==> src/rtl/m2_pkg.sv <==
// Shared types and constants for the milestone-2 block I/O engine.
package m2_pkg;

    localparam int unsigned SRAM_AW = 18;
    localparam int unsigned SRAM_DW = 16;
    localparam int unsigned RAM_AW  = 6;
    localparam int unsigned RAM_DW  = 32;
    localparam int unsigned ROW_W   = 5;
    localparam int unsigned COL_W   = 6;

    localparam int unsigned PLANE_W_Y  = 320;
    localparam int unsigned PLANE_W_UV = 160;

    localparam int unsigned SEG_Y_BASE        = 0;
    localparam int unsigned SEG_U_BASE        = 38400;
    localparam int unsigned SEG_V_BASE        = 57600;
    localparam int unsigned SEG_PRE_IDCT_BASE = 76800;
    localparam int unsigned PRE_IDCT_OFF_U    = 76800;
    localparam int unsigned PRE_IDCT_OFF_V    = 115200;

    typedef enum logic [2:0] {
        S_IDLE        = 3'd0,
        S_FETCH_ISSUE = 3'd1,
        S_FETCH_DRAIN = 3'd2,
        S_WB_RUN      = 3'd3,
        S_DONE        = 3'd4
    } state_t;

    typedef enum logic [1:0] {
        PLANE_Y = 2'd0,
        PLANE_U = 2'd1,
        PLANE_V = 2'd2
    } plane_t;

    typedef struct packed {
        logic             wb;
        plane_t           plane;
        logic [ROW_W-1:0] row;
        logic [COL_W-1:0] col;
    } cmd_t;

    // Saturate a signed IDCT result into an unsigned 8-bit pixel.
    function automatic logic [7:0] clip8(input logic signed [RAM_DW-1:0] v);
        logic [7:0] r;
        if (v < 0)
            r = 8'd0;
        else if (v > 255)
            r = 8'hFF;
        else
            r = v[7:0];
        return r;
    endfunction

endpackage

==> src/rtl/m2_block_io_if.sv <==
// SRAM and dual-port RAM bus between the block I/O engine and the memories.
interface m2_block_io_if;
    import m2_pkg::*;

    logic [SRAM_AW-1:0] SRAM_address;
    logic [SRAM_DW-1:0] SRAM_write_data;
    logic               SRAM_we_n;
    logic [SRAM_DW-1:0] SRAM_read_data;
    logic [RAM_AW-1:0]  ram_address;
    logic [SRAM_DW-1:0] ram_write_data;
    logic               ram_we;
    logic [RAM_DW-1:0]  ram_read_data;

    modport master (
        output SRAM_address, SRAM_write_data, SRAM_we_n,
        output ram_address, ram_write_data, ram_we,
        input  SRAM_read_data, ram_read_data
    );

    modport slave (
        input  SRAM_address, SRAM_write_data, SRAM_we_n,
        input  ram_address, ram_write_data, ram_we,
        output SRAM_read_data, ram_read_data
    );
endinterface

==> src/rtl/m2_addr_gen.sv <==
// Combinational SRAM word-address generator for fetch and writeback.
module m2_addr_gen
    import m2_pkg::*;
#(
    parameter int unsigned Y_BASE        = SEG_Y_BASE,
    parameter int unsigned U_BASE        = SEG_U_BASE,
    parameter int unsigned V_BASE        = SEG_V_BASE,
    parameter int unsigned PRE_IDCT_BASE = SEG_PRE_IDCT_BASE
) (
    input  logic               wb,
    input  plane_t             plane,
    input  logic [ROW_W-1:0]   block_row,
    input  logic [COL_W-1:0]   block_col,
    input  logic [RAM_AW-1:0]  k,
    output logic [SRAM_AW-1:0] addr_c
);

    logic [7:0]         line;
    logic [SRAM_AW-1:0] width;
    logic [SRAM_AW-1:0] base;
    logic [SRAM_AW-1:0] col_off;

    // Line-major address: base + line*stride + column offset; writeback packs two pixels per word.
    always_comb begin
        line  = {block_row, k[5:3]};
        width = (plane == PLANE_Y) ? SRAM_AW'(PLANE_W_Y) : SRAM_AW'(PLANE_W_UV);
        if (wb) begin
            case (plane)
                PLANE_U: base = SRAM_AW'(U_BASE);
                PLANE_V: base = SRAM_AW'(V_BASE);
                default: base = SRAM_AW'(Y_BASE);
            endcase
            width   = width >> 1;
            col_off = SRAM_AW'({block_col, 2'b00}) + SRAM_AW'(k[2:1]);
        end else begin
            case (plane)
                PLANE_U: base = SRAM_AW'(PRE_IDCT_BASE + PRE_IDCT_OFF_U);
                PLANE_V: base = SRAM_AW'(PRE_IDCT_BASE + PRE_IDCT_OFF_V);
                default: base = SRAM_AW'(PRE_IDCT_BASE);
            endcase
            col_off = SRAM_AW'({block_col, 3'b000}) + SRAM_AW'(k[2:0]);
        end
        addr_c = base + SRAM_AW'(SRAM_AW'(line) * width) + col_off;
    end

endmodule

==> src/rtl/m2_block_io.sv <==
// Fetches one 8x8 pre-IDCT block into the DP-RAM, or clips/packs IDCT results back to SRAM.
module m2_block_io
    import m2_pkg::*;
#(
    parameter int unsigned READ_LATENCY  = 3,
    parameter int unsigned Y_BASE        = SEG_Y_BASE,
    parameter int unsigned U_BASE        = SEG_U_BASE,
    parameter int unsigned V_BASE        = SEG_V_BASE,
    parameter int unsigned PRE_IDCT_BASE = SEG_PRE_IDCT_BASE
) (
    input  logic             CLOCK_50_I,
    input  logic             resetn,
    input  logic             start,
    input  logic             cmd_writeback,
    input  logic [1:0]       plane,
    input  logic [ROW_W-1:0] block_row,
    input  logic [COL_W-1:0] block_col,
    output logic             busy,
    output logic             done,
    m2_block_io_if.master    mem
);

    localparam logic [RAM_AW-1:0] K_LAST = RAM_AW'(63);

    state_t                               state_q, state_d;
    cmd_t                                 cmd_q, cmd_d;
    logic [RAM_AW-1:0]                    k_q, k_d;
    logic                                 iss_q, iss_d;
    logic                                 busy_q, busy_d;
    logic                                 done_q, done_d;
    logic [READ_LATENCY-1:0]              rd_vld_q, rd_vld_d;
    logic [READ_LATENCY-1:0][RAM_AW-1:0]  rd_k_q, rd_k_d;
    logic                                 wb_vld_q, wb_vld_d;
    logic [RAM_AW-1:0]                    wb_k_q, wb_k_d;
    logic [7:0]                           hi_q, hi_d;
    logic                                 last_wr_q, last_wr_d;
    logic [SRAM_AW-1:0]                   sram_addr_q, sram_addr_d;
    logic [SRAM_DW-1:0]                   sram_wdata_q, sram_wdata_d;
    logic                                 sram_we_n_q, sram_we_n_d;
    logic [RAM_AW-1:0]                    ram_addr_q, ram_addr_d;
    logic                                 ram_we_q, ram_we_d;
    logic [RAM_AW-1:0]                    gen_k_c;
    logic [SRAM_AW-1:0]                   gen_addr_c;
    logic [7:0]                           pix_c;

    // Fetch addresses the next issue index; writeback addresses the sample returning from RAM.
    assign gen_k_c = cmd_d.wb ? wb_k_q : k_d;
    assign pix_c   = clip8($signed(mem.ram_read_data));

    m2_addr_gen #(
        .Y_BASE        (Y_BASE),
        .U_BASE        (U_BASE),
        .V_BASE        (V_BASE),
        .PRE_IDCT_BASE (PRE_IDCT_BASE)
    ) u_addr_gen (
        .wb        (cmd_d.wb),
        .plane     (cmd_d.plane),
        .block_row (cmd_d.row),
        .block_col (cmd_d.col),
        .k         (gen_k_c),
        .addr_c    (gen_addr_c)
    );

    // Next-state, command capture and issue-index sequencing.
    always_comb begin
        state_d = state_q;
        cmd_d   = cmd_q;
        k_d     = k_q;
        iss_d   = 1'b0;
        case (state_q)
            S_IDLE: begin
                if (start) begin
                    cmd_d.wb    = cmd_writeback;
                    cmd_d.plane = (plane == 2'd3) ? PLANE_Y : plane_t'(plane);
                    cmd_d.row   = block_row;
                    cmd_d.col   = block_col;
                    k_d         = '0;
                    iss_d       = 1'b1;
                    state_d     = cmd_writeback ? S_WB_RUN : S_FETCH_ISSUE;
                end
            end
            S_FETCH_ISSUE: begin
                if (k_q == K_LAST) begin
                    state_d = S_FETCH_DRAIN;
                end else begin
                    k_d   = k_q + RAM_AW'(1);
                    iss_d = 1'b1;
                end
            end
            S_FETCH_DRAIN: begin
                if (ram_we_q && ram_addr_q == K_LAST)
                    state_d = S_DONE;
            end
            S_WB_RUN: begin
                if (iss_q && k_q != K_LAST) begin
                    k_d   = k_q + RAM_AW'(1);
                    iss_d = 1'b1;
                end
                if (last_wr_q)
                    state_d = S_DONE;
            end
            S_DONE:  state_d = S_IDLE;
            default: state_d = S_IDLE;
        endcase
        busy_d = (state_d != S_IDLE);
        done_d = (state_d == S_DONE);
    end

    // Datapath: SRAM read pipeline into RAM writes, and RAM reads clipped/packed into SRAM writes.
    always_comb begin
        sram_addr_d  = sram_addr_q;
        sram_wdata_d = sram_wdata_q;
        sram_we_n_d  = 1'b1;
        ram_addr_d   = ram_addr_q;
        ram_we_d     = 1'b0;
        hi_d         = hi_q;
        last_wr_d    = 1'b0;
        wb_vld_d     = iss_q & cmd_q.wb;
        wb_k_d       = k_q;
        rd_vld_d     = '0;
        rd_k_d       = '0;
        rd_vld_d[0]  = iss_d & ~cmd_d.wb;
        rd_k_d[0]    = k_d;
        for (int i = 1; i < int'(READ_LATENCY); i++) begin
            rd_vld_d[i] = rd_vld_q[i-1];
            rd_k_d[i]   = rd_k_q[i-1];
        end
        if (iss_d) begin
            if (cmd_d.wb)
                ram_addr_d = k_d;
            else
                sram_addr_d = gen_addr_c;
        end
        if (rd_vld_q[READ_LATENCY-1]) begin
            ram_we_d   = 1'b1;
            ram_addr_d = rd_k_q[READ_LATENCY-1];
        end
        if (wb_vld_q) begin
            if (!wb_k_q[0]) begin
                hi_d = pix_c;
            end else begin
                sram_we_n_d  = 1'b0;
                sram_wdata_d = {hi_q, pix_c};
                sram_addr_d  = gen_addr_c;
                last_wr_d    = (wb_k_q == K_LAST);
            end
        end
    end

    // State and output registers; reset aborts any command in flight.
    always_ff @(posedge CLOCK_50_I or negedge resetn) begin
        if (!resetn) begin
            state_q      <= S_IDLE;
            cmd_q        <= '0;
            k_q          <= '0;
            iss_q        <= 1'b0;
            busy_q       <= 1'b0;
            done_q       <= 1'b0;
            rd_vld_q     <= '0;
            rd_k_q       <= '0;
            wb_vld_q     <= 1'b0;
            wb_k_q       <= '0;
            hi_q         <= '0;
            last_wr_q    <= 1'b0;
            sram_addr_q  <= '0;
            sram_wdata_q <= '0;
            sram_we_n_q  <= 1'b1;
            ram_addr_q   <= '0;
            ram_we_q     <= 1'b0;
        end else begin
            state_q      <= state_d;
            cmd_q        <= cmd_d;
            k_q          <= k_d;
            iss_q        <= iss_d;
            busy_q       <= busy_d;
            done_q       <= done_d;
            rd_vld_q     <= rd_vld_d;
            rd_k_q       <= rd_k_d;
            wb_vld_q     <= wb_vld_d;
            wb_k_q       <= wb_k_d;
            hi_q         <= hi_d;
            last_wr_q    <= last_wr_d;
            sram_addr_q  <= sram_addr_d;
            sram_wdata_q <= sram_wdata_d;
            sram_we_n_q  <= sram_we_n_d;
            ram_addr_q   <= ram_addr_d;
            ram_we_q     <= ram_we_d;
        end
    end

    assign busy                = busy_q;
    assign done                = done_q;
    assign mem.SRAM_address    = sram_addr_q;
    assign mem.SRAM_write_data = sram_wdata_q;
    assign mem.SRAM_we_n       = sram_we_n_q;
    assign mem.ram_address     = ram_addr_q;
    assign mem.ram_we          = ram_we_q;
    // Read data lands in the RAM in the same cycle it leaves the SRAM; zero when not writing.
    assign mem.ram_write_data  = ram_we_q ? mem.SRAM_read_data : '0;

endmodule

==> src/flat_wrapper.sv <==
// flat-port wrapper written by rule: the top's interface ports become plain ports
module m2_block_io_flat import m2_pkg::*;
#(
    parameter int unsigned READ_LATENCY  = 3,
    parameter int unsigned Y_BASE        = SEG_Y_BASE,
    parameter int unsigned U_BASE        = SEG_U_BASE,
    parameter int unsigned V_BASE        = SEG_V_BASE,
    parameter int unsigned PRE_IDCT_BASE = SEG_PRE_IDCT_BASE
)
  (CLOCK_50_I, resetn, start, cmd_writeback, plane, block_row, block_col, busy, done, mem_SRAM_address, mem_SRAM_write_data, mem_SRAM_we_n, mem_ram_address, mem_ram_write_data, mem_ram_we, mem_SRAM_read_data, mem_ram_read_data);
  m2_block_io_if mem_i ();
  input  logic CLOCK_50_I;
  input  logic resetn;
  input  logic start;
  input  logic cmd_writeback;
  input  logic [1:0] plane;
  input  logic [ROW_W-1:0] block_row;
  input  logic [COL_W-1:0] block_col;
  output logic busy;
  output logic done;
  output wire logic [$bits(mem_i.SRAM_address)-1:0] mem_SRAM_address;
  output wire logic [$bits(mem_i.SRAM_write_data)-1:0] mem_SRAM_write_data;
  output wire logic [$bits(mem_i.SRAM_we_n)-1:0] mem_SRAM_we_n;
  output wire logic [$bits(mem_i.ram_address)-1:0] mem_ram_address;
  output wire logic [$bits(mem_i.ram_write_data)-1:0] mem_ram_write_data;
  output wire logic [$bits(mem_i.ram_we)-1:0] mem_ram_we;
  input wire logic [$bits(mem_i.SRAM_read_data)-1:0] mem_SRAM_read_data;
  input wire logic [$bits(mem_i.ram_read_data)-1:0] mem_ram_read_data;
  assign mem_SRAM_address = mem_i.SRAM_address;
  assign mem_SRAM_write_data = mem_i.SRAM_write_data;
  assign mem_SRAM_we_n = mem_i.SRAM_we_n;
  assign mem_ram_address = mem_i.ram_address;
  assign mem_ram_write_data = mem_i.ram_write_data;
  assign mem_ram_we = mem_i.ram_we;
  assign mem_i.SRAM_read_data = mem_SRAM_read_data;
  assign mem_i.ram_read_data = mem_ram_read_data;
  m2_block_io #(.READ_LATENCY(READ_LATENCY), .Y_BASE(Y_BASE), .U_BASE(U_BASE), .V_BASE(V_BASE), .PRE_IDCT_BASE(PRE_IDCT_BASE)) u_core (.CLOCK_50_I(CLOCK_50_I), .resetn(resetn), .start(start), .cmd_writeback(cmd_writeback), .plane(plane), .block_row(block_row), .block_col(block_col), .busy(busy), .done(done), .mem(mem_i));
endmodule
==> config.mk <==
export PLATFORM = sky130hd
export DESIGN_NAME = m2_block_io_flat
export DESIGN_NICKNAME = d
export VERILOG_FILES = /design/src/rtl/m2_pkg.sv /design/src/rtl/m2_block_io_if.sv /design/src/rtl/m2_addr_gen.sv /design/src/rtl/m2_block_io.sv /design/src/flat_wrapper.sv
export SDC_FILE = /design/constraint.sdc
export NUM_CORES = 1
export LEC_CHECK = 0
export CORE_MARGIN = 2
export CORE_UTILIZATION = 25
export CTS_CLUSTER_SIZE = 12
export DETAILED_ROUTE_END_ITERATION = 7
export PLACE_DENSITY = 0.44
export REMOVE_ABC_BUFFERS = 1
export SYNTH_ARGS = -nofsm -noshare
export SYNTH_HDL_FRONTEND = slang
export SYNTH_SLANG_ARGS = --single-unit
export TNS_END_PERCENT = 10
==> constraint.sdc <==
create_clock -name CLOCK_50_I -period 7.4 [get_ports CLOCK_50_I]
set_input_delay 0.74 -clock CLOCK_50_I [delete_from_list [all_inputs] [get_ports CLOCK_50_I]]
set_output_delay 0.74 -clock CLOCK_50_I [all_outputs]
set_load 0.005 [all_outputs]
Word level (Yosys, flattened, before mapping) --
Index checks and enable logic that the tools add are counted.
Word-level totals: input bits 65, register bits 93, output and inout bits 60
Cells by class: magnitude comparators 2, multiplexer cells 39, multipliers 1, reductions and logical operators 10, add/subtract/negate cells 5, equality and inequality tests 11, bitwise gates (word level) 4
Operator list (number):
- 18-bit two-way mux | 5
- 6-bit two-way mux | 7
- 18-bit one-hot mux with 2 select lines | 1
- 32-bit by 9-bit greater-than comparator with 1-bit output, second input constant | 1
- 32-bit by 1-bit < comparator with 1-bit output, second input constant | 1
- 16-bit one-hot mux with 2 select lines | 1
- 14-bit two-way mux | 2
- 18-bit by 17-bit adder with 18-bit output | 1
- 18-bit adder | 1
- 6-bit == test, second input constant | 3
- 9-bit two-way mux | 2
- 6-bit one-hot mux with 3 select lines | 1
- 8-bit by 9-bit multiplier with 17-bit output | 1
- 16-bit two-way mux | 1
- 8-bit two-way mux | 2
- 3-bit two-way mux | 4
- 3-bit one-hot mux with 4 select lines | 1
- 9-bit by 3-bit adder with 10-bit output | 1
- 10-bit two-way mux | 1
- 8-bit by 2-bit adder with 9-bit output | 1
- 1-bit two-way mux | 8
- 6-bit by 1-bit adder with 6-bit output, second input constant | 1
- 3-bit by 2-bit == test with 1-bit output, second input constant | 2
- 6-bit != test, second input constant | 1
- other kinds (14) | 22

Depth between registers and ports, before layout --
word-level depth 14, mapped depth 26

Modules after synthesis --
Synthesis repeated with hierarchy kept, for this count alone.
Unflattened totals: cell total of the unflattened synthesis 526, area, all modules 5923.2 sq um
Modules (own cells, without submodules):
- m2_block_io | cells an instance 303, sequential area each 2328.5 sq um, area each 3871.2 sq um, instances 1
- m2_addr_gen | cells an instance 223, sequential area each 0.0 sq um, area each 2052.0 sq um, instances 1

Worst setup path before layout --
Ideal clock, no wire load.
path type input -> register, from input start, to register u_core.sram_addr_q[16], in the netlist u_core.mem.SRAM_address[16], stages 21, arrival 6283 ps, path buffers 2, required time 7318 ps, slack 1035 ps, cells stage by stage nor4b_4 > buf_2 > nand3b_1 > and2_1 > ha_1 > ha_1 > clkbuf_1 > nor2_1 > fa_1 > fa_1 > ha_1 > fa_1 > fa_1 > ha_1 > inv_1 > fa_1 > nor2b_1 > o2111ai_1 > and3_1 > or3_1 > a31oi_1
Between the ends: cells in the longest elaborated chain, start to end 12, elaborated cells between the ends (all ways) 25
RTL lines:
- start, declared | line flat_wrapper.sv:14 | input logic start;
- 14-bit two-way mux | line m2_block_io.sv:72 | if (start) begin
- 14-bit two-way mux | line m2_block_io.sv:70 | case (state_q)
- 2-bit zero test | line m2_addr_gen.sv:26 | width = (plane == PLANE_Y) ? SRAM_AW'(PLANE_W_Y) : SRAM_AW'(PLANE_W_UV);
- 9-bit two-way mux | line m2_addr_gen.sv:26
- 9-bit two-way mux | line m2_addr_gen.sv:27 | if (wb) begin
- 8-bit by 9-bit multiplier with 17-bit output | line m2_addr_gen.sv:43 | addr_c = base + SRAM_AW'(SRAM_AW'(line) * width) + col_off;
- 18-bit by 17-bit adder with 18-bit output | line m2_addr_gen.sv:43
- 18-bit adder | line m2_addr_gen.sv:43
- 18-bit two-way mux | line m2_block_io.sv:129 | if (cmd_d.wb)
- 18-bit two-way mux | line m2_block_io.sv:128 | if (iss_d) begin
- 18-bit two-way mux | line m2_block_io.sv:139 | if (!wb_k_q[0]) begin
- 18-bit two-way mux (*) | line m2_block_io.sv:138 | if (wb_vld_q) begin
- via u_core.sram_addr_d[16] | line m2_block_io.sv:37 | logic [SRAM_AW-1:0] sram_addr_q, sram_addr_d;
- end signal, assigned | line m2_block_io.sv:183 | sram_addr_q <= sram_addr_d;
- end, declared | line m2_block_io.sv:37
The timed path passes the listed nets; every way through them passes the cells marked *. A chain may end at the register's enable or synchronous reset.

Final worst setup path --
Same ends and word-level chain as after synthesis.

==> impl_metrics.py <==
metrics = {
    "synth": {
        "yosys.cell_count.top_type": "sky130_fd_sc_hd__dfrtp_1",
        "synth_area_leaders": "sky130_fd_sc_hd__dfrtp_1 39%, sky130_fd_sc_hd__ha_1 10%, sky130_fd_sc_hd__fa_1 10%",
        "synth-async-reset-ratio": 1.00,
        "synth_enable_flop_cells": 0,
        "synth_seq_area_share": 0.391,
        "synth_fa_ha_area_frac": 0.206,
        "compound_gate_portion_of_the_synthesized_area": 0.123,
        "yosysWarnings": 0,
        "synth_top_family_by_area": "adder cells",
        "post_synth.cell_area_avg_um2": 10.1,
        "synth-seq-cells": 93,
        "yosysTopAreaCellShare": 0.386,
        "synth_xor_xnor_area_share": 0.0132,
        "synth_cells": 589,
        "yosysTopAreaCell": "sky130_fd_sc_hd__dfrtp_1",
        "ys.flop_type": "sky130_fd_sc_hd__dfrtp_1",
        "ys_top_cells_by_count": "92 x sky130_fd_sc_hd__dfrtp_1, 75 x sky130_fd_sc_hd__nand2_1, 58 x sky130_fd_sc_hd__inv_1",
        "syn-cell-area_um2": 5960,
        "yosys-mux-area-fraction": 0.0426,
        "simple_gate_fraction_of_synth_area": 0.171,
        "yosys.cell_types.count": 63,
    },
    "power_and_ir_drop": {
        "power.share.sequential": 0.269,
        "power.combinational.fraction": 0.586,
        "netSwitchingPower_uw": 1390,
        "vdd_ir_drop_max_mv": 0.139,
        "swShare": 0.412,
        "pwr_density_cell_nw_per_um2": 429,
        "clock_share_of_power": 0.144,
        "cell_int_power_uw": 1980,
        "cellLeakagePower_uw": 0.00357,
    },
    "floorplanning": {
        "ios": 125,
        "floorplan.die_area_um2": 25100,
        "row_count": 56,
        "die-height_um": 158,
        "start_util": 0.254,
        "die-width_um": 158,
        "coreArea_um2": 23500,
    },
    "timing": {
        "final_min_period_over_clock_period": 0.922,
        "hold_viol": 0,
        "max_slew_margin": 0.365,
        "final.hold.worst_slack_ns": 0.296,
        "worstMarginPinSlew_ns": 0.952,
        "rsz0062_at_grt": "no",
        "setup_viol": 0,
        "timing.clock.skew_ns": 0.00501,
        "finalSetupTns_ns": 0,
        "period_needed_ns": 6.82,
        "timing.final.max_slew_violations": 0,
        "achievable-frequency_mhz": 147,
    },
    "detailed_routing": {
        "firstDrtPassIters": 4,
        "routedWlPerCell_um": 15.2,
        "totalWireLength_um": 15700,
        "antenna_left": 0,
        "drc": 0,
        "dr.first_iter.drc_count": 155,
        "detail_route.vias_per_cell": 4.36,
        "detailroute.via_count": 4499,
    },
    "cells_and_area": {
        "nets": 854,
        "flow.area_growth_from_synthesis_pct": 31.8,
        "antenna_cells": 0,
        "post-route-cell-area_um2": 7860,
        "drive_above_1_share": 0.0644,
    },
    "critical_path": {
        "crit_required_ns": 7.67,
        "cpPeakStageDelay_ns": 0.62,
        "start_kind": "input port",
        "cp_num_buf_inv": 3,
        "cp_cell_sequence": "clkdlybuf4s50_1, or4b_4, mux2i_4, inv_4, a2111o_1, and3_1, fa_1, fa_1, ha_1, fa_1, fa_1, ha_1, inv_1, fa_1, nor2b_1, o2111ai_1, and3_1, or3_1, a31oi_1",
        "cpMostUsedCell": "sky130_fd_sc_hd__fa_1",
        "timing.setup.critical_path_class": "input port to register",
        "timing.critical_path.arrival_ns": 7.09,
        "crit_path_end_kind": "register",
        "critical_path.top_delay_family": "adder cells",
        "critical_path.slowest_cell": "sky130_fd_sc_hd__or4b_4",
        "crit_fanout": 15,
    },
    "placement": {
        "globalplace.congestion": 0.828,
        "placed_cell_area_um2": 7550,
        "place.port_buffers": 124,
        "place_hpwl_um": 12300,
    },
    "global_routing": {
        "initial_antenna_violation_count": 0,
        "grt_start_max_net_pins": 71,
        "grt_pass1_wl_um": 25700,
        "grt_remaining_overflow": 0,
        "grt_use_total": 0.133,
        "via_count_of_the_first_global_routing_pass": 4795,
    },
    "cts": {
        "skew_pair_late_insertion_delay_ns": 0.34,
        "h-tree-depth": 3,
        "ctsHoldBuffers": 0,
        "cts.sinks": 93,
        "cts_inserted_buffers": 9,
        "ctsRootBufferMaster": "sky130_fd_sc_hd__clkbuf_16",
        "clock_path_buffers": 2,
        "cts_repair_resize_count": 0,
        "cts_tree": "done",
        "post-cts-setup-buffer-count": 0,
        "worst_setup_hold_path_clk_slew_ns": 0.07,
    },
    "hold_path": {
        "min_path_type": "input port to asynchronous set/reset pin",
    },
    "outcome": {
        "status": "finished, final reports clean",
    },
    "run": {
        "cap_violations": 0,
    },
}
sequential cells by signal (all words and copies together), names as in the netlist:
signal                      cells
u_core.mem.ram_address          6
u_core.rd_vld_q                 3
u_core.done                     1
u_core.k_q                      6
u_core.iss_q                    1
u_core.mem.SRAM_write_data     16
u_core.hi_q                     8
u_core.rd_k_d                   6
u_core.rd_k_q                   6
u_core.mem.ram_we               1
u_core.mem.SRAM_we_n            1
u_core.last_wr_q                1
u_core.busy                     1
u_core.wb_vld_q                 1
u_core.mem.SRAM_address        18
u_core.cmd_q                   14
u_core.state_q                  3
final timing paths:
path,startpoint,cells after the start,end,slack (ns)
worst max-delay path,start,19,u_core.mem.SRAM_address[16],0.58
worst min-delay path,resetn,1,u_core.cmd_q[6],0.30
worst max register to register,u_core.state_q[1],18,u_core.mem.SRAM_address[16],0.90
worst min register to register,u_core.rd_vld_q[0],0,u_core.rd_vld_q[1],0.36
max in group asynchronous,resetn,2,u_core.mem.SRAM_write_data[11],5.91
min in group CLOCK_50_I,u_core.rd_vld_q[0],0,u_core.rd_vld_q[1],0.36
power by group through the flow:
| stage | sequential (uW) | clock, uW | combinational [uW] |
|---|---|---|---|
| global route | 940 | 531 | 2280 |
| global placement | 914 | 0 | 2010 |
| detailed placement | 919 | 0 | 1990 |
| CTS | 912 | 508 | 2030 |
| finish | 907 | 486 | 1970 |
| floorplan | 875 | 0 | 1310 |
metrics by stage:
stage | setup slack [ns] | total power (uW) | std cells | util
3_5_place_dp | 0.250 | 2910 | 1017 | 0.321
5_1_grt | 0.262 | 3750 | 1033 | 0.335
4_1_cts | 0.591 | 3450 | 1033 | 0.335
3_3_place_gp | 0.349 | 2920 | 1017 | 0.321
6_report | 0.580 | 3370 | 1033 | 0.335
2_1_floorplan | 0.974 | 2190 | 568 | -
layout make-up:
class                      count  area, um2
clock buffer                  11        243
timing repair buffer         130       1280
clock inverter                 5       66.3
inverter                      59        224
sequential                    93       2330
tap                          319        399
multi-input combinational    416       3310
fill                        2393      15600
placed cells by master (no fill, tap or decap), types with 9 or more instances in the layout:
| cell | count |
|---|---|
| sky130_fd_sc_hd__nor2b_1 | 18 |
| sky130_fd_sc_hd__nor2_1 | 27 |
| sky130_fd_sc_hd__dfrtp_1 | 92 |
| sky130_fd_sc_hd__o21ai_0 | 37 |
| sky130_fd_sc_hd__a21oi_1 | 16 |
| sky130_fd_sc_hd__mux2i_1 | 13 |
| sky130_fd_sc_hd__and2_1 | 26 |
| sky130_fd_sc_hd__fa_1 | 30 |
| sky130_fd_sc_hd__mux2_2 | 9 |
| sky130_fd_sc_hd__nand2b_1 | 13 |
| sky130_fd_sc_hd__ha_1 | 50 |
| sky130_fd_sc_hd__clkdlybuf4s50_1 | 123 |
| sky130_fd_sc_hd__clkbuf_16 | 9 |
| sky130_fd_sc_hd__inv_1 | 58 |
| sky130_fd_sc_hd__nand2_1 | 75 |
cell families (layout without fill, tap and decap cells):
| kind of cell | after synthesis | in the layout |
|---|---|---|
| compound gates | 105 | 105 |
| flops | 93 | 93 |
| buf+inv | 80 | 205 |
| xor+xnor | 9 | 9 |
| mux | 23 | 23 |
| simple gates | 199 | 199 |
| fa+ha+maj | 80 | 80 |
per-layer routing:
layer | track usage | share of wire
met1 | 0.182 | 0.48
met4 | 0.0485 | 0.022
met5 | 0 | 0
met3 | 0.0201 | 0.037
met2 | 0.212 | 0.46
Power figures use the tool's default switching activity.
